## src/rtl/lsu_dtcm_ctrl_if.sv

```systemverilog
// Bundle of the AGU command channel, DTCM macro pins and write-back completion channel.
// slave = the load/store controller; master = the surrounding EXU/DTCM environment.
interface lsu_dtcm_ctrl_if #(
  parameter int AW     = 16,
  parameter int ITAG_W = 1
);
  logic              lsu_cmd_valid;
  logic              lsu_cmd_ready;
  logic [AW-1:0]     lsu_cmd_addr;
  logic              lsu_cmd_read;
  logic [31:0]       lsu_cmd_wdata;
  logic [3:0]        lsu_cmd_wmask;
  logic [ITAG_W-1:0] lsu_cmd_itag;
  logic              lsu_cmd_usign;
  logic [1:0]        lsu_cmd_size;

  logic              dtcm_cs;
  logic              dtcm_we;
  logic [AW-3:0]     dtcm_addr;
  logic [3:0]        dtcm_wem;
  logic [31:0]       dtcm_din;
  logic [31:0]       dtcm_dout;

  logic              lsu_o_valid;
  logic              lsu_o_ready;
  logic [31:0]       lsu_o_wdat;
  logic [ITAG_W-1:0] lsu_o_itag;
  logic              lsu_o_is_load;
  logic              lsu_o_err;
  logic              lsu_rsp_valid;
  logic              lsu_busy;

  modport slave (
    input  lsu_cmd_valid, lsu_cmd_addr, lsu_cmd_read, lsu_cmd_wdata, lsu_cmd_wmask,
           lsu_cmd_itag, lsu_cmd_usign, lsu_cmd_size, dtcm_dout, lsu_o_ready,
    output lsu_cmd_ready, dtcm_cs, dtcm_we, dtcm_addr, dtcm_wem, dtcm_din,
           lsu_o_valid, lsu_o_wdat, lsu_o_itag, lsu_o_is_load, lsu_o_err,
           lsu_rsp_valid, lsu_busy
  );

  modport master (
    output lsu_cmd_valid, lsu_cmd_addr, lsu_cmd_read, lsu_cmd_wdata, lsu_cmd_wmask,
           lsu_cmd_itag, lsu_cmd_usign, lsu_cmd_size, dtcm_dout, lsu_o_ready,
    input  lsu_cmd_ready, dtcm_cs, dtcm_we, dtcm_addr, dtcm_wem, dtcm_din,
           lsu_o_valid, lsu_o_wdat, lsu_o_itag, lsu_o_is_load, lsu_o_err,
           lsu_rsp_valid, lsu_busy
  );
endinterface

```

## src/rtl/lsu_dtcm_ctrl.sv

```systemverilog
// DTCM load/store controller: drives the single-port SRAM from AGU commands, aligns load
// data one cycle later in S1, and returns in-order completions through a small FIFO.
module lsu_dtcm_ctrl #(
  parameter int AW     = 16,
  parameter int ITAG_W = 1,
  parameter int DEPTH  = 2
) (
  input  logic           clk,
  input  logic           rst_n,
  lsu_dtcm_ctrl_if.slave bus
);
  localparam int OW = $clog2(DEPTH + 1);
  localparam int PW = (DEPTH > 1) ? $clog2(DEPTH) : 1;
  localparam int CW = OW + 1;

  typedef struct packed {
    logic [31:0]       wdat;
    logic [ITAG_W-1:0] itag;
    logic              is_load;
    logic              err;
  } ent_t;

  ent_t              fifo [DEPTH];
  logic [PW-1:0]     wr_ptr, rd_ptr;
  logic [OW-1:0]     occ;
  logic              rsp_q;

  logic              s1_v, s1_read, s1_mis, s1_usign;
  logic [1:0]        s1_lane, s1_size;
  logic [ITAG_W-1:0] s1_itag;

  logic              cmd_mis, acc, pop, o_valid;
  logic [CW-1:0]     need;
  logic [31:0]       byte_sh, half_sh, ext;
  ent_t              push_ent;

  function automatic logic [PW-1:0] ptr_inc(input logic [PW-1:0] p);
    return (p == PW'(DEPTH - 1)) ? '0 : p + PW'(1);
  endfunction

  assign cmd_mis = (bus.lsu_cmd_size == 2'b01 && bus.lsu_cmd_addr[0]) ||
                   (bus.lsu_cmd_size == 2'b10 && bus.lsu_cmd_addr[1:0] != 2'b00) ||
                   (bus.lsu_cmd_size == 2'b11);

  assign o_valid           = (occ != '0);
  assign pop               = o_valid & bus.lsu_o_ready;
  // Space check counts the S1 entry that will land this cycle and any slot freed by a pop.
  assign need              = CW'(occ) + CW'(s1_v) - CW'(pop);
  assign bus.lsu_cmd_ready = (need < CW'(DEPTH));
  assign acc               = bus.lsu_cmd_valid & bus.lsu_cmd_ready;

  assign bus.dtcm_cs   = acc & ~cmd_mis;
  assign bus.dtcm_we   = bus.lsu_cmd_valid & ~bus.lsu_cmd_read;
  assign bus.dtcm_addr = bus.lsu_cmd_valid ? bus.lsu_cmd_addr[AW-1:2] : '0;
  assign bus.dtcm_wem  = bus.dtcm_we ? bus.lsu_cmd_wmask : '0;
  assign bus.dtcm_din  = bus.lsu_cmd_valid ? bus.lsu_cmd_wdata : '0;

  assign byte_sh = bus.dtcm_dout >> {s1_lane, 3'b000};
  assign half_sh = bus.dtcm_dout >> {s1_lane[1], 4'b0000};

  always_comb begin
    ext = '0;
    unique case (s1_size)
      2'b00:   ext = {{24{~s1_usign & byte_sh[7]}}, byte_sh[7:0]};
      2'b01:   ext = {{16{~s1_usign & half_sh[15]}}, half_sh[15:0]};
      default: ext = bus.dtcm_dout;
    endcase
  end

  always_comb begin
    push_ent         = '0;
    push_ent.wdat    = (s1_read & ~s1_mis) ? ext : '0;
    push_ent.itag    = s1_itag;
    push_ent.is_load = s1_read;
    push_ent.err     = s1_mis;
  end

  always_ff @(posedge clk or negedge rst_n) begin
    if (!rst_n) begin
      s1_v     <= 1'b0;
      s1_read  <= 1'b0;
      s1_mis   <= 1'b0;
      s1_usign <= 1'b0;
      s1_lane  <= '0;
      s1_size  <= '0;
      s1_itag  <= '0;
      wr_ptr   <= '0;
      rd_ptr   <= '0;
      occ      <= '0;
      rsp_q    <= 1'b0;
      for (int unsigned i = 0; i < DEPTH; i++) fifo[i] <= '0;
    end else begin
      s1_v  <= acc;
      rsp_q <= pop;
      if (acc) begin
        s1_itag  <= bus.lsu_cmd_itag;
        s1_lane  <= bus.lsu_cmd_addr[1:0];
        s1_size  <= bus.lsu_cmd_size;
        s1_usign <= bus.lsu_cmd_usign;
        s1_read  <= bus.lsu_cmd_read;
        s1_mis   <= cmd_mis;
      end
      if (s1_v) begin
        fifo[wr_ptr] <= push_ent;
        wr_ptr       <= ptr_inc(wr_ptr);
      end
      if (pop) rd_ptr <= ptr_inc(rd_ptr);
      unique case ({s1_v, pop})
        2'b10:   occ <= occ + OW'(1);
        2'b01:   occ <= occ - OW'(1);
        default: ;
      endcase
    end
  end

  assign bus.lsu_o_valid   = o_valid;
  assign bus.lsu_o_wdat    = fifo[rd_ptr].wdat;
  assign bus.lsu_o_itag    = fifo[rd_ptr].itag;
  assign bus.lsu_o_is_load = fifo[rd_ptr].is_load;
  assign bus.lsu_o_err     = fifo[rd_ptr].err;
  assign bus.lsu_rsp_valid = rsp_q;
  assign bus.lsu_busy      = s1_v | o_valid;

  a_no_overflow: assert property (@(posedge clk) disable iff (!rst_n)
    !(s1_v && !pop && occ == OW'(DEPTH)));
endmodule

```

## src/flat_wrapper.sv

```systemverilog
// flat-port wrapper written by rule: the top's interface ports become plain ports
module lsu_dtcm_ctrl_flat 
#(
  parameter int AW     = 16,
  parameter int ITAG_W = 1,
  parameter int DEPTH  = 2
)
  (clk, rst_n, bus_lsu_cmd_valid, bus_lsu_cmd_addr, bus_lsu_cmd_read, bus_lsu_cmd_wdata, bus_lsu_cmd_wmask, bus_lsu_cmd_itag, bus_lsu_cmd_usign, bus_lsu_cmd_size, bus_dtcm_dout, bus_lsu_o_ready, bus_lsu_cmd_ready, bus_dtcm_cs, bus_dtcm_we, bus_dtcm_addr, bus_dtcm_wem, bus_dtcm_din, bus_lsu_o_valid, bus_lsu_o_wdat, bus_lsu_o_itag, bus_lsu_o_is_load, bus_lsu_o_err, bus_lsu_rsp_valid, bus_lsu_busy);
  lsu_dtcm_ctrl_if #(.AW(AW), .ITAG_W(ITAG_W)) bus_i ();
  input  logic clk;
  input  logic rst_n;
  input wire logic [$bits(bus_i.lsu_cmd_valid)-1:0] bus_lsu_cmd_valid;
  input wire logic [$bits(bus_i.lsu_cmd_addr)-1:0] bus_lsu_cmd_addr;
  input wire logic [$bits(bus_i.lsu_cmd_read)-1:0] bus_lsu_cmd_read;
  input wire logic [$bits(bus_i.lsu_cmd_wdata)-1:0] bus_lsu_cmd_wdata;
  input wire logic [$bits(bus_i.lsu_cmd_wmask)-1:0] bus_lsu_cmd_wmask;
  input wire logic [$bits(bus_i.lsu_cmd_itag)-1:0] bus_lsu_cmd_itag;
  input wire logic [$bits(bus_i.lsu_cmd_usign)-1:0] bus_lsu_cmd_usign;
  input wire logic [$bits(bus_i.lsu_cmd_size)-1:0] bus_lsu_cmd_size;
  input wire logic [$bits(bus_i.dtcm_dout)-1:0] bus_dtcm_dout;
  input wire logic [$bits(bus_i.lsu_o_ready)-1:0] bus_lsu_o_ready;
  output wire logic [$bits(bus_i.lsu_cmd_ready)-1:0] bus_lsu_cmd_ready;
  output wire logic [$bits(bus_i.dtcm_cs)-1:0] bus_dtcm_cs;
  output wire logic [$bits(bus_i.dtcm_we)-1:0] bus_dtcm_we;
  output wire logic [$bits(bus_i.dtcm_addr)-1:0] bus_dtcm_addr;
  output wire logic [$bits(bus_i.dtcm_wem)-1:0] bus_dtcm_wem;
  output wire logic [$bits(bus_i.dtcm_din)-1:0] bus_dtcm_din;
  output wire logic [$bits(bus_i.lsu_o_valid)-1:0] bus_lsu_o_valid;
  output wire logic [$bits(bus_i.lsu_o_wdat)-1:0] bus_lsu_o_wdat;
  output wire logic [$bits(bus_i.lsu_o_itag)-1:0] bus_lsu_o_itag;
  output wire logic [$bits(bus_i.lsu_o_is_load)-1:0] bus_lsu_o_is_load;
  output wire logic [$bits(bus_i.lsu_o_err)-1:0] bus_lsu_o_err;
  output wire logic [$bits(bus_i.lsu_rsp_valid)-1:0] bus_lsu_rsp_valid;
  output wire logic [$bits(bus_i.lsu_busy)-1:0] bus_lsu_busy;
  assign bus_i.lsu_cmd_valid = bus_lsu_cmd_valid;
  assign bus_i.lsu_cmd_addr = bus_lsu_cmd_addr;
  assign bus_i.lsu_cmd_read = bus_lsu_cmd_read;
  assign bus_i.lsu_cmd_wdata = bus_lsu_cmd_wdata;
  assign bus_i.lsu_cmd_wmask = bus_lsu_cmd_wmask;
  assign bus_i.lsu_cmd_itag = bus_lsu_cmd_itag;
  assign bus_i.lsu_cmd_usign = bus_lsu_cmd_usign;
  assign bus_i.lsu_cmd_size = bus_lsu_cmd_size;
  assign bus_i.dtcm_dout = bus_dtcm_dout;
  assign bus_i.lsu_o_ready = bus_lsu_o_ready;
  assign bus_lsu_cmd_ready = bus_i.lsu_cmd_ready;
  assign bus_dtcm_cs = bus_i.dtcm_cs;
  assign bus_dtcm_we = bus_i.dtcm_we;
  assign bus_dtcm_addr = bus_i.dtcm_addr;
  assign bus_dtcm_wem = bus_i.dtcm_wem;
  assign bus_dtcm_din = bus_i.dtcm_din;
  assign bus_lsu_o_valid = bus_i.lsu_o_valid;
  assign bus_lsu_o_wdat = bus_i.lsu_o_wdat;
  assign bus_lsu_o_itag = bus_i.lsu_o_itag;
  assign bus_lsu_o_is_load = bus_i.lsu_o_is_load;
  assign bus_lsu_o_err = bus_i.lsu_o_err;
  assign bus_lsu_rsp_valid = bus_i.lsu_rsp_valid;
  assign bus_lsu_busy = bus_i.lsu_busy;
  lsu_dtcm_ctrl #(.AW(AW), .ITAG_W(ITAG_W), .DEPTH(DEPTH)) u_core (.clk(clk), .rst_n(rst_n), .bus(bus_i));
endmodule
```

## config.mk

```make
export PLATFORM = sky130hd
export DESIGN_NAME = lsu_dtcm_ctrl_flat
export DESIGN_NICKNAME = d
export VERILOG_FILES = /design/src/rtl/lsu_dtcm_ctrl_if.sv /design/src/rtl/lsu_dtcm_ctrl.sv /design/src/flat_wrapper.sv
export SDC_FILE = /design/constraint.sdc
export NUM_CORES = 1
export LEC_CHECK = 0
export ABC_AREA = 0
export BUFFER_PORTS_ARGS = -buffer_cell sky130_fd_sc_hd__clkbuf_2
export CORE_ASPECT_RATIO = 0.6
export CORE_MARGIN = 2
export CORE_UTILIZATION = 53
export DETAILED_ROUTE_END_ITERATION = 7
export PLACE_DENSITY = 0.86
export SLEW_MARGIN = 20
export SYNTH_ARGS = -nofsm -noshare
export SYNTH_HDL_FRONTEND = slang
export SYNTH_SLANG_ARGS = --single-unit
```

## constraint.sdc

```tcl
create_clock -name clk -period 4.05 [get_ports clk]
set_clock_uncertainty 0.1 [all_clocks]
set_input_delay 0.6075 -clock clk [delete_from_list [all_inputs] [get_ports clk]]
set_output_delay 0.6075 -clock clk [all_outputs]
set_load 0.05 [all_outputs]
```

==> results of run 1 <==
worst paths after layout:
| path | startpoint | to | cells past startpoint |
|---|---|---|---|
| worst max-delay path | u_core.occ[1] | bus_dtcm_cs | 9 |
| worst min-delay path | rst_n | u_core.fifo[55] | 1 |
| worst max register to register | u_core.occ[1] | u_core.s1_usign | 7 |
| worst min register to register | u_core.fifo[1] | u_core.fifo[1] | 2 |
| max in group asynchronous | rst_n | u_core.s1_lane[1] | 1 |
| min in group clk | u_core.fifo[1] | u_core.fifo[1] | 2 |
per-layer routing:
metal	track usage	routed length, um	up-vias
li1	-	-	1963
met1	0.376	5820	2088
met2	0.425	5930	165
met5	0	0	-
met3	0.107	1090	6
met4	0.0494	69	0
cell families (layout without fill, tap and decap cells):
logic type / after synthesis / count (layout) / share of synthesized area
muxes: 46 / 46 / 0.115
buffers and inverters: 35 / 203 / 0.0339
xor gates and xnor gates: 4 / 4 / 0.00760
AOI/OAI and AO/OA: 106 / 106 / 0.173
DFF: 84 / 84 / 0.456
and+or+nand+nor: 191 / 191 / 0.210
adders and majority gates: 1 / 1 / 0.00434
cell usage in the layout (no fill, tap or decap), types with 2 or more instances in the layout:
cell	count
clkbuf_2	182
dfrtp_1	84
nand2_1	79
and2_1	52
mux2_2	45
o21ai_0	28
nor2_1	24
o211ai_1	16
a211o_2	14
o22a_1	14
nor2b_1	12
a21oi_1	9
clkbuf_16	9
and3b_1	8
a21o_1	7
a222oi_1	7
nand2b_1	4
buf_4	4
xnor2_1	3
nand3_1	3
inv_1	2
nor3_1	2
o21ai_1	2
a22o_1	2
a211o_1	2
metrics by stage:
stage | utilization | hold slack, ns | power, W | worst slack, ns
final | 0.688 | 0.202 | 0.00494 | 0.361
after global routing | 0.688 | 0.261 | 0.00519 | 0.117
after CTS | 0.688 | 0.372 | 0.00494 | 0.395
after detailed placement | 0.654 | 0.357 | 0.00412 | 0.588
after global placement | 0.654 | 0.355 | 0.00403 | 0.703
after floorplan | - | 0.212 | 0.00351 | 0.246
sequential cells by signal, summed over array words and instances (netlist names):
| name | cells |
|---|---|
| u_core.fifo | 70 |
| u_core.wr_ptr | 1 |
| u_core.s1_read | 1 |
| u_core.s1_itag | 1 |
| u_core.s1_usign | 1 |
| u_core.s1_v | 1 |
| u_core.occ | 2 |
| u_core.s1_mis | 1 |
| u_core.rd_ptr | 1 |
| u_core.bus.lsu_rsp_valid | 1 |
| u_core.s1_size | 2 |
| u_core.s1_lane | 2 |
power groups by stage:
| stage | Combinational, W | Sequential (W) | Clock, W |
|---|---|---|---|
| finish | 0.00261 | 0.00152 | 0.000806 |
| floorplan | 0.00215 | 0.00136 | 0 |
| global placement | 0.00254 | 0.00149 | 0 |
| CTS | 0.00261 | 0.00151 | 0.000816 |
| global route | 0.00278 | 0.00156 | 0.000854 |
| detailed placement | 0.00259 | 0.00152 | 0 |
final cells by class:
type / instances / share of cell area
inverter: 2 / 0.00128
tap: 112 / 0.0240
clock inverter: 4 / 0.00878
sequential: 84 / 0.360
timing repair buffer: 187 / 0.163
clock buffer: 10 / 0.0409
multi-input combinational: 348 / 0.402
==> results.md, run 1 <==
### Cells and area
* Area Overhead vs Synth: 26.8%
* total area of multi-input combinational cells: 2350 um2
* Non-Filler Cell Area, Final: 5840 um2
* Storage cell area: 2100 um2
* share of cells above drive strength 1: 0.422
* fill cell total of the finished layout: 662
* non-filler cells, final: 747
* Final nets: 726
* antenna diode count: 0

### CTS
* cell at the root of the clock tree: clkbuf_16
* clock slew seen by the registers of the worst setup and hold paths: 0.06 ns
* number of instances resized during post-cts repair: 0
* CTS tree: yes
* clock latency on the worst-skew pair: 0.34 ns
* depth of the CTS H-tree: 3
* TritonCTS Buffers: 9
* Longest Clk Path Bufs: 2
* count of buffers added by post-CTS timing repair for setup: 0
* number of clock sinks: 84
* Hold-fix buffers, CTS: 0

### Route
* DRT Wirelength: 12900 um
* router iterations before antenna repair: 6
* post-detailed-route DRC marker count: 0
* via count: 4222
* violation count after the first detailed-routing iteration: 380
* detail-routed net length per standard cell: 17.3 um
* mean number of vias per cell: 5.65
* remaining antenna violation count after routing: 0

### Timing
* number of failing setup endpoints in the final timing report: 0
* post-layout min period: 3.69 ns
* final hold violations: 0
* f_max: 271 MHz
* worst max-slew margin expressed relative to the limit: 0.423
* unrepaired setup endpoints after global routing: false
* count of final max-slew check failures: 0
* Setup Total Neg Slack: 0 ns
* ratio of final minimum period to clock period: 0.911
* pin slew with the least headroom to its limit: 0.864 ns

### Placed design
* number of cells after detailed placement: 733
* Area after DPL: 5550 um2
* final weighted congestion in routability-driven placement: 0.860
* DPL Wire Length: 9490 um
* port buffer count: 183

### Setup path
* crit-path max cell delay: 0.49 ns
* register-to-register setup slack: 1.24 ns
* Max Fanout on Critical Path: 10
* CP bufs+invs: 1
* startpoint-to-endpoint class of the critical path: reg -> out
* CP arrival: 2.98 ns
* kind of start point of the critical path: flop
* required time at the endpoint of the critical path: 3.34 ns
* cell with the largest stage delay on the worst path: dfrtp_1
* category of cells accounting for the largest share of critical-path delay: simple AND/OR/NAND/NOR gates
* nature of the critical path endpoint: output pin
* sequence of cells on the critical path: o21ai_0 -> nor2_1 -> o21ai_0 -> fa_1 -> xnor2_1 -> and2_1 -> nand2_1 -> nor2_1 -> clkbuf_2

### Synth
* post-synth cell types: 41
* Post-synth EDFFs: 0
* net count of the mapped netlist: 561
* post-synth top area cell: dfrtp_1
* FFs w/ async S/R, synth: 1.00
* proportion of netlist area held by the largest area contributor: 0.456
* Seq cells post-synth: 84
* top area cells in the synthesized netlist: dfrtp_1, mux2_2, and2_1, nand2_1, a211o_2
* Avg Cell Area, Syn: 9.87 um2
* number of synthesis warnings: 0
* leading register cell type out of synthesis: dfrtp_1
* synthesized cell area: 4610 um2
* synth cell count leaders: dfrtp_1, nand2_1, and2_1
* share of synthesized area occupied by flip-flops and latches: 0.456
* dominant cell by count in the synthesized netlist: dfrtp_1
* Gate Count Post-Synth: 467

### Global routing
* number of antenna violations at the first check in global routing: 0
* aggregate global-route resource usage: 0.275
* global-route wire length before repair: 20800 um
* vias in the first global route: 4103
* pin count of the biggest net entering global routing: 85
* gr ovfl total: 0

### Floorplan
* horizontal die dimension: 124 um
* Site Rows: 26
* Die Area: 9490 um2
* I/O pins: 184
* die height: 76.2 um
* placeable core region: 8490 um2
* starting density of the core: 0.543

### Power
* leakage power total: 3.04 nW
* proportion of power drawn by the clock network: 0.163
* VDD IR-drop max: 0.000530 V
* reported net switching power: 0.00238 W
* internal power: 0.00256 W
* switching share of power: 0.483
* power per standard cell area: 845 nW/um2
* fraction of power consumed by combinational cells: 0.528
* sequential share of power: 0.309

### Run status
* run status: finished clean

### Run
* total of max-cap violations: 0

### Hold path
* worst hold-check path type: in -> async

(Power assumes the default switching activity.)
==> run 2, diff against run 1 <==
--- a/config.mk
+++ b/config.mk
@@ -7,11 +7,13 @@
 export LEC_CHECK = 0
 export ABC_AREA = 0
 export BUFFER_PORTS_ARGS = -buffer_cell sky130_fd_sc_hd__clkbuf_2
+export CAP_MARGIN = 25
 export CORE_ASPECT_RATIO = 0.6
 export CORE_MARGIN = 2
 export CORE_UTILIZATION = 53
 export DETAILED_ROUTE_END_ITERATION = 7
-export PLACE_DENSITY = 0.86
+export PLACE_DENSITY = 0.95
+export SETUP_SLACK_MARGIN = 0.5
 export SLEW_MARGIN = 20
 export SYNTH_ARGS = -nofsm -noshare
 export SYNTH_HDL_FRONTEND = slang
==> run 2 against run 1 <==
Against the previous run:
- routed wire length increased by 4.2%
- maximum frequency increased by 11%
- clock power increased by 12%
- non-clock buffer count increased by 1
- first-iteration DRC count increased by 8.7%
- critical path type unchanged
==> results.md, run 2 (synthesized netlist as in run 1, its figures left out) <==
### Run status
* run status: finished clean, unchanged

### Timing
* ratio of final minimum period to clock period: 0.819, was 0.911
* minimum hold slack: 0.199 ns, was 0.202 ns
* pin slew with the least headroom to its limit: 0.905 ns, was 0.864 ns
* count of final max-slew check failures: 0, unchanged
* final hold violations: 0, unchanged
* worst max-slew margin expressed relative to the limit: 0.395, was 0.423
* number of failing setup endpoints in the final timing report: 0, unchanged
* f_max: 302 MHz, was 271 MHz
* post-route worst setup slack: 0.734 ns, was 0.361 ns
* post-layout min period: 3.32 ns, was 3.69 ns
* Setup Total Neg Slack: 0 ns, unchanged
* unrepaired setup endpoints after global routing: false, unchanged

### Global routing
* global-route wire length before repair: 21700 um, was 20800 um
* gr ovfl total: 0, unchanged
* aggregate global-route resource usage: 0.289, was 0.275
* number of antenna violations at the first check in global routing: 0, unchanged
* pin count of the biggest net entering global routing: 85, unchanged
* vias in the first global route: 4315, was 4103

### Setup path
* depth of the most critical reg-to-reg path: 4, was 7
* kind of start point of the critical path: flop, unchanged
* sequence of cells on the critical path: o21ai_2 -> nor2_1 -> buf_4 -> fa_1 -> xnor2_1 -> and2_1 -> nand2_2 -> nor2_4 -> clkbuf_2, was o21ai_0 -> nor2_1 -> o21ai_0 -> fa_1 -> xnor2_1 -> and2_1 -> nand2_1 -> nor2_1 -> clkbuf_2
* cell with the largest stage delay on the worst path: dfrtp_2, was dfrtp_1
* crit-path max cell delay: 0.47 ns, was 0.49 ns
* nature of the critical path endpoint: output pin, unchanged
* critical register-to-register path startpoint: u_core.s1_lane[1], was u_core.occ[1]
* logic depth of the worst setup path including buffers: 9, unchanged
* startpoint-to-endpoint class of the critical path: reg -> out, unchanged
* CP arrival: 2.61 ns, was 2.98 ns
* Max Fanout on Critical Path: 10, unchanged
* source of the critical timing path: u_core.occ[1], unchanged
* category of cells accounting for the largest share of critical-path delay: simple AND/OR/NAND/NOR gates, unchanged
* required time at the endpoint of the critical path: 3.34 ns, about the same
* CP bufs+invs: 2, was 1

### Floorplan
* Site Rows: 26, unchanged
* Die Area: 9490 um2, unchanged
* horizontal die dimension: 124 um, unchanged
* placeable core region: 8490 um2, unchanged
* starting density of the core: 0.543, unchanged
* die height: 76.2 um, unchanged
* I/O pins: 184, unchanged

### CTS
* Longest Clk Path Bufs: 2, unchanged
* number of clock sinks: 84, unchanged
* Hold-fix buffers, CTS: 0, unchanged
* clock latency on the worst-skew pair: 0.34 ns, about the same
* depth of the CTS H-tree: 3, unchanged
* cell at the root of the clock tree: clkbuf_16, unchanged
* clock slew seen by the registers of the worst setup and hold paths: 0.06 ns, about the same
* CTS tree: yes, unchanged
* TritonCTS Buffers: 9, unchanged

### Placed design
* worst slack at placement: 0.562 ns, was 0.588 ns
* DPL Wire Length: 9820 um, was 9490 um
* final weighted congestion in routability-driven placement: 0.917, was 0.860
* port buffer count: 183, unchanged

### Route
* violation count after the first detailed-routing iteration: 413, was 380
* remaining antenna violation count after routing: 0, unchanged
* post-detailed-route DRC marker count: 0, unchanged
* via count: 4301, was 4222
* DRT Wirelength: 13400 um, was 12900 um
* mean number of vias per cell: 5.73, was 5.65
* detail-routed net length per standard cell: 17.9 um, was 17.3 um
* router iterations before antenna repair: 7, was 6

### Cells and area
* fill cell total of the finished layout: 638, was 662
* antenna diode count: 0, unchanged
* utilization of the core after routing: 0.695, was 0.688
* total area of multi-input combinational cells: 2370 um2, was 2350 um2
* Area Overhead vs Synth: 28.1%, was 26.8%
* share of cells above drive strength 1: 0.429, was 0.422
* Final nets: 727, was 726
* Storage cell area: 2100 um2, about the same
* commonest non-fill, non-tap cells in the layout: clkbuf_2, dfrtp_1, nand2_1, unchanged
* most common cell after layout, fill and taps aside: clkbuf_2, unchanged
* number of flip-flops in the largest register: 70, unchanged
* register with the most flip-flops: u_core.fifo, unchanged

### Power
* VDD IR-drop max: 0.000543 V, was 0.000530 V
* power consumption: 0.00506 W, was 0.00494 W
* power per standard cell area: 857 nW/um2, was 845 nW/um2
* leakage power total: 3.06 nW, was 3.04 nW

### Run
* total of max-cap violations: 0, unchanged

### Hold path
* worst hold-check path type: in -> async, unchanged

run 2: cell types whose count changed in the layout (fill, tap and decap cells not counted), sizes merged:
cell | previous run | this run
buf | 5 | 6
bufinv | 1 | 2
clkbuf | 192 | 193
run 2: worst paths after layout:
check / to / slack (ns)
hold reg to reg: u_core.rd_ptr / 0.38
min in group clk: u_core.rd_ptr / 0.38
hold / removal: u_core.fifo[56] / 0.20
max in group asynchronous: u_core.occ[1] / 3.06
setup reg to reg: u_core.fifo[24] / 1.53
setup / recovery: bus_dtcm_cs / 0.73
run 2: worst register-to-register path, delay by kind of cell (launching register included):
family	cells	cell delay (ns)
muxes	1	0.33
AOI/OAI and AO/OA	3	1.18
DFF	1	0.87
run 2: repair_timing:
action	CTS	global route
resized for setup	1	3
hold endpoints to repair	0	0
pin swaps	1	0
endpoints found under the setup margin	1	1
setup buffers	1	0
run 2: routing by layer:
metal,global-route usage,vias to the layer above,part of all wire
li1,-,1976,-
met1,0.382,2104,0.43
met2,0.463,205,0.47
met3,0.0892,16,0.085
met4,0.0820,0,0.012
met5,0,-,0
run 2: final cells by class:
| type | count | area share |
|---|---|---|
| Multi-Input combinational cell | 348 | 0.401 |
| Sequential cell | 84 | 0.356 |
| Timing Repair Buffer | 188 | 0.163 |
| Clock buffer | 11 | 0.0411 |
| Tap cell | 112 | 0.0237 |
| Clock inverter | 5 | 0.0144 |
| Inverter | 2 | 0.00127 |
run 2: where the power goes:
group	switching [W]	internal, W
clock network	0.000340	0.000559
logic	0.00176	0.000886
registers	0.000324	0.00119
run 2: through the flow:
step,cell area [um2],instances
2_1_floorplan,4620,467
3_3_place_gp,5560,733
4_1_cts,5900,750
5_1_grt,5900,750
6_report,5900,750
3_5_place_dp,5560,733
==> run 3, diff against run 2 <==
--- a/config.mk
+++ b/config.mk
@@ -10,9 +10,9 @@
 export CAP_MARGIN = 25
 export CORE_ASPECT_RATIO = 0.6
 export CORE_MARGIN = 2
-export CORE_UTILIZATION = 53
+export CORE_UTILIZATION = 44
 export DETAILED_ROUTE_END_ITERATION = 7
-export PLACE_DENSITY = 0.95
+export PLACE_DENSITY = 0.87
 export SETUP_SLACK_MARGIN = 0.5
 export SLEW_MARGIN = 20
 export SYNTH_ARGS = -nofsm -noshare
==> constraint.sdc (replaced) <==
create_clock -name clk -period 3 [get_ports clk]
set_clock_uncertainty 0.1 [all_clocks]
set_input_delay 0.45 -clock clk [delete_from_list [all_inputs] [get_ports clk]]
set_output_delay 0.45 -clock clk [all_outputs]
set_load 0.05 [all_outputs]
==> run 3 against run 2 <==
Against the previous run:
- utilization is 8.7 points lower
- worst hold slack lost 0.17 ns
- clock-buffer cell count decreased by 2
- critical path type unchanged
- largest power group unchanged
- global-route usage is 3.4 points lower
- first-iteration DRC count is 8.0% higher
- highest routed layer unchanged
- via count is 0.84% higher
- setup slack worse by 0.39 ns
==> results.md, run 3 (synthesized netlist as in run 1, its figures left out) <==
### Run status
* run status: finished clean, unchanged

### CTS
* cell at the root of the clock tree: clkbuf_16, unchanged
* clock slew seen by the registers of the worst setup and hold paths: 0.06 ns, about the same
* TritonCTS Buffers: 9, unchanged
* clock latency on the worst-skew pair: 0.34 ns, about the same
* number of clock sinks: 84, unchanged
* CTS tree: yes, unchanged
* depth of the CTS H-tree: 3, unchanged
* Longest Clk Path Bufs: 2, unchanged

### Cells and area
* share of cells above drive strength 1: 0.451, was 0.429
* Area Overhead vs Synth: 32.2%, was 28.1%
* Final nets: 739, was 727
* most common cell after layout, fill and taps aside: clkbuf_2, unchanged
* fill cell total of the finished layout: 823, was 638
* number of flip-flops in the largest register: 70, unchanged
* Non-Filler Cell Area, Final: 6090 um2, was 5900 um2
* register with the most flip-flops: u_core.fifo, unchanged
* antenna diode count: 0, unchanged
* commonest non-fill, non-tap cells in the layout: clkbuf_2, dfrtp_1, nand2_1, unchanged

### Power
* leakage power total: 3.14 nW, was 3.06 nW
* power per standard cell area: 1160 nW/um2, was 857 nW/um2
* VDD IR-drop max: 0.000939 V, was 0.000543 V
* power consumption: 0.00708 W, was 0.00506 W

### Setup path
* source of the critical timing path: u_core.occ[1], unchanged
* Max Fanout on Critical Path: 5, was 10
* capturing point of the worst reg2reg path: u_core.s1_usign, was u_core.fifo[24]
* worst setup path end: bus_lsu_cmd_ready, was bus_dtcm_cs
* sequence of cells on the critical path: o21ai_4 -> nor2_4 -> o21ai_2 -> fa_2 -> and2_4 -> buf_4 -> buf_8, was o21ai_2 -> nor2_1 -> buf_4 -> fa_1 -> xnor2_1 -> and2_1 -> nand2_2 -> nor2_4 -> clkbuf_2
* cell with the largest stage delay on the worst path: dfrtp_2, unchanged
* kind of start point of the critical path: flop, unchanged
* critical register-to-register path startpoint: u_core.occ[1], was u_core.s1_lane[1]
* startpoint-to-endpoint class of the critical path: reg -> out, unchanged
* required time at the endpoint of the critical path: 2.45 ns, was 3.34 ns
* CP arrival: 2.11 ns, was 2.61 ns
* register-to-register setup slack: 0.72 ns, was 1.53 ns
* crit-path max cell delay: 0.45 ns, was 0.47 ns
* CP bufs+invs: 2, unchanged
* category of cells accounting for the largest share of critical-path delay: flip-flops, was simple AND/OR/NAND/NOR gates
* nature of the critical path endpoint: output pin, unchanged
* depth of the most critical reg-to-reg path: 8, was 4
* logic depth of the worst setup path including buffers: 7, was 9

### Route
* violation count after the first detailed-routing iteration: 446, was 413
* uppermost layer routed: met4, unchanged
* post-detailed-route DRC marker count: 0, unchanged
* sum of met3 wire segment lengths after detailed routing: 1200 um, was 1150 um
* remaining antenna violation count after routing: 0, unchanged
* sum of routed wire segments on met1: 5860 um, was 5770 um
* mean number of vias per cell: 5.52, was 5.73
* router iterations before antenna repair: 6, was 7
* via count: 4337, was 4301
* DRT Wirelength: 14000 um, was 13400 um
* length of routed met2 wiring: 6730 um, was 6370 um
* detail-routed net length per standard cell: 17.8 um, was 17.9 um

### Floorplan
* horizontal die dimension: 136 um, was 124 um
* die height: 83.3 um, was 76.2 um
* Site Rows: 28, was 26
* starting density of the core: 0.460, was 0.543
* placeable core region: 10000 um2, was 8490 um2
* Die Area: 11300 um2, was 9490 um2
* I/O pins: 184, unchanged

### Timing
* Setup Total Neg Slack: 0 ns, unchanged
* number of failing setup endpoints in the final timing report: 0, unchanged
* unrepaired setup endpoints after global routing: true, was false
* minimum hold slack: 0.0243 ns, was 0.199 ns
* worst max-slew margin expressed relative to the limit: 0.519, was 0.395
* f_max: 377 MHz
* final hold violations: 0, unchanged
* ratio of final minimum period to clock period: 0.885
* count of final max-slew check failures: 0, unchanged
* pin slew with the least headroom to its limit: 0.719 ns, was 0.905 ns
* post-layout min period: 2.66 ns

### Global routing
* vias in the first global route: 4334, was 4315
* gr ovfl total: 0, unchanged
* number of antenna violations at the first check in global routing: 0, unchanged
* aggregate global-route resource usage: 0.255, was 0.289
* pin count of the biggest net entering global routing: 47, was 85
* global-route wire length before repair: 22400 um, was 21700 um

### Placed design
* DPL Wire Length: 10400 um, was 9820 um
* final weighted congestion in routability-driven placement: 0.876, was 0.917
* port buffer count: 183, unchanged
* Area after DPL: 5680 um2, was 5560 um2

### Run
* total of max-cap violations: 0, unchanged

### Hold path
* worst hold-check path type: in -> async, unchanged

==> run 3: cell type report <==
type | instances | area (um2) | share of cell area
Sequential cell | 84 | 2100 | 0.345
Clock buffer | 9 | 225 | 0.0370
Multi-Input combinational cell | 348 | 2410 | 0.396
Timing Repair Buffer | 200 | 1080 | 0.177
Inverter | 2 | 7.51 | 0.00123
Clock inverter | 7 | 100 | 0.0164
Tap cell | 135 | 169 | 0.0277
==> run 3: worst min path at each step <==
stage | cells after the start | startpoint | end | slack [ns]
final | 1 | rst_n | u_core.fifo[23] | 0.02
after CTS | 1 | rst_n | u_core.fifo[23] | 0.04
after detailed placement | 2 | u_core.fifo[35] | u_core.fifo[35] | 0.36
after global placement | 2 | u_core.fifo[2] | u_core.fifo[2] | 0.36
after global routing | 1 | rst_n | u_core.fifo[18] | 0.07
after floorplan | 0 | rst_n | u_core.bus.lsu_rsp_valid | 0.05
==> run 3: metrics by stage <==
stage / utilization / std cells / setup slack [ns]
2_1_floorplan: - / 467 / 0.502
3_3_place_gp: 0.567 / 763 / 0.382
3_5_place_dp: 0.567 / 763 / 0.325
4_1_cts: 0.606 / 783 / 0.332
5_1_grt: 0.608 / 785 / 0.274
6_report: 0.608 / 785 / 0.345
==> run 3: metal layers <==
layer	vias up	global-route usage
met1	2102	0.327
li1	1994	-
met5	-	0
met2	217	0.421
met3	24	0.0726
met4	0	0.0691
==> run 3: what timing repair did <==
item | CTS | global route
gates resized for setup | 9 | 3
gates cloned | 0 | 0
pin swaps | 3 | 1
setup endpoints to repair | 2 | 2
hold endpoints to repair | 0 | 0
hold buffers | 0 | 0
setup buffers | 4 | 2
==> run 3: power by group <==
| group | total (W) | switching, W | internal, W |
|---|---|---|---|
| Sequential | 0.00197 | 0.000358 | 0.00161 |
| Combinational | 0.00391 | 0.00254 | 0.00137 |
| Clock | 0.00120 | 0.000464 | 0.000734 |
| Total | 0.00708 | 0.00336 | 0.00371 |
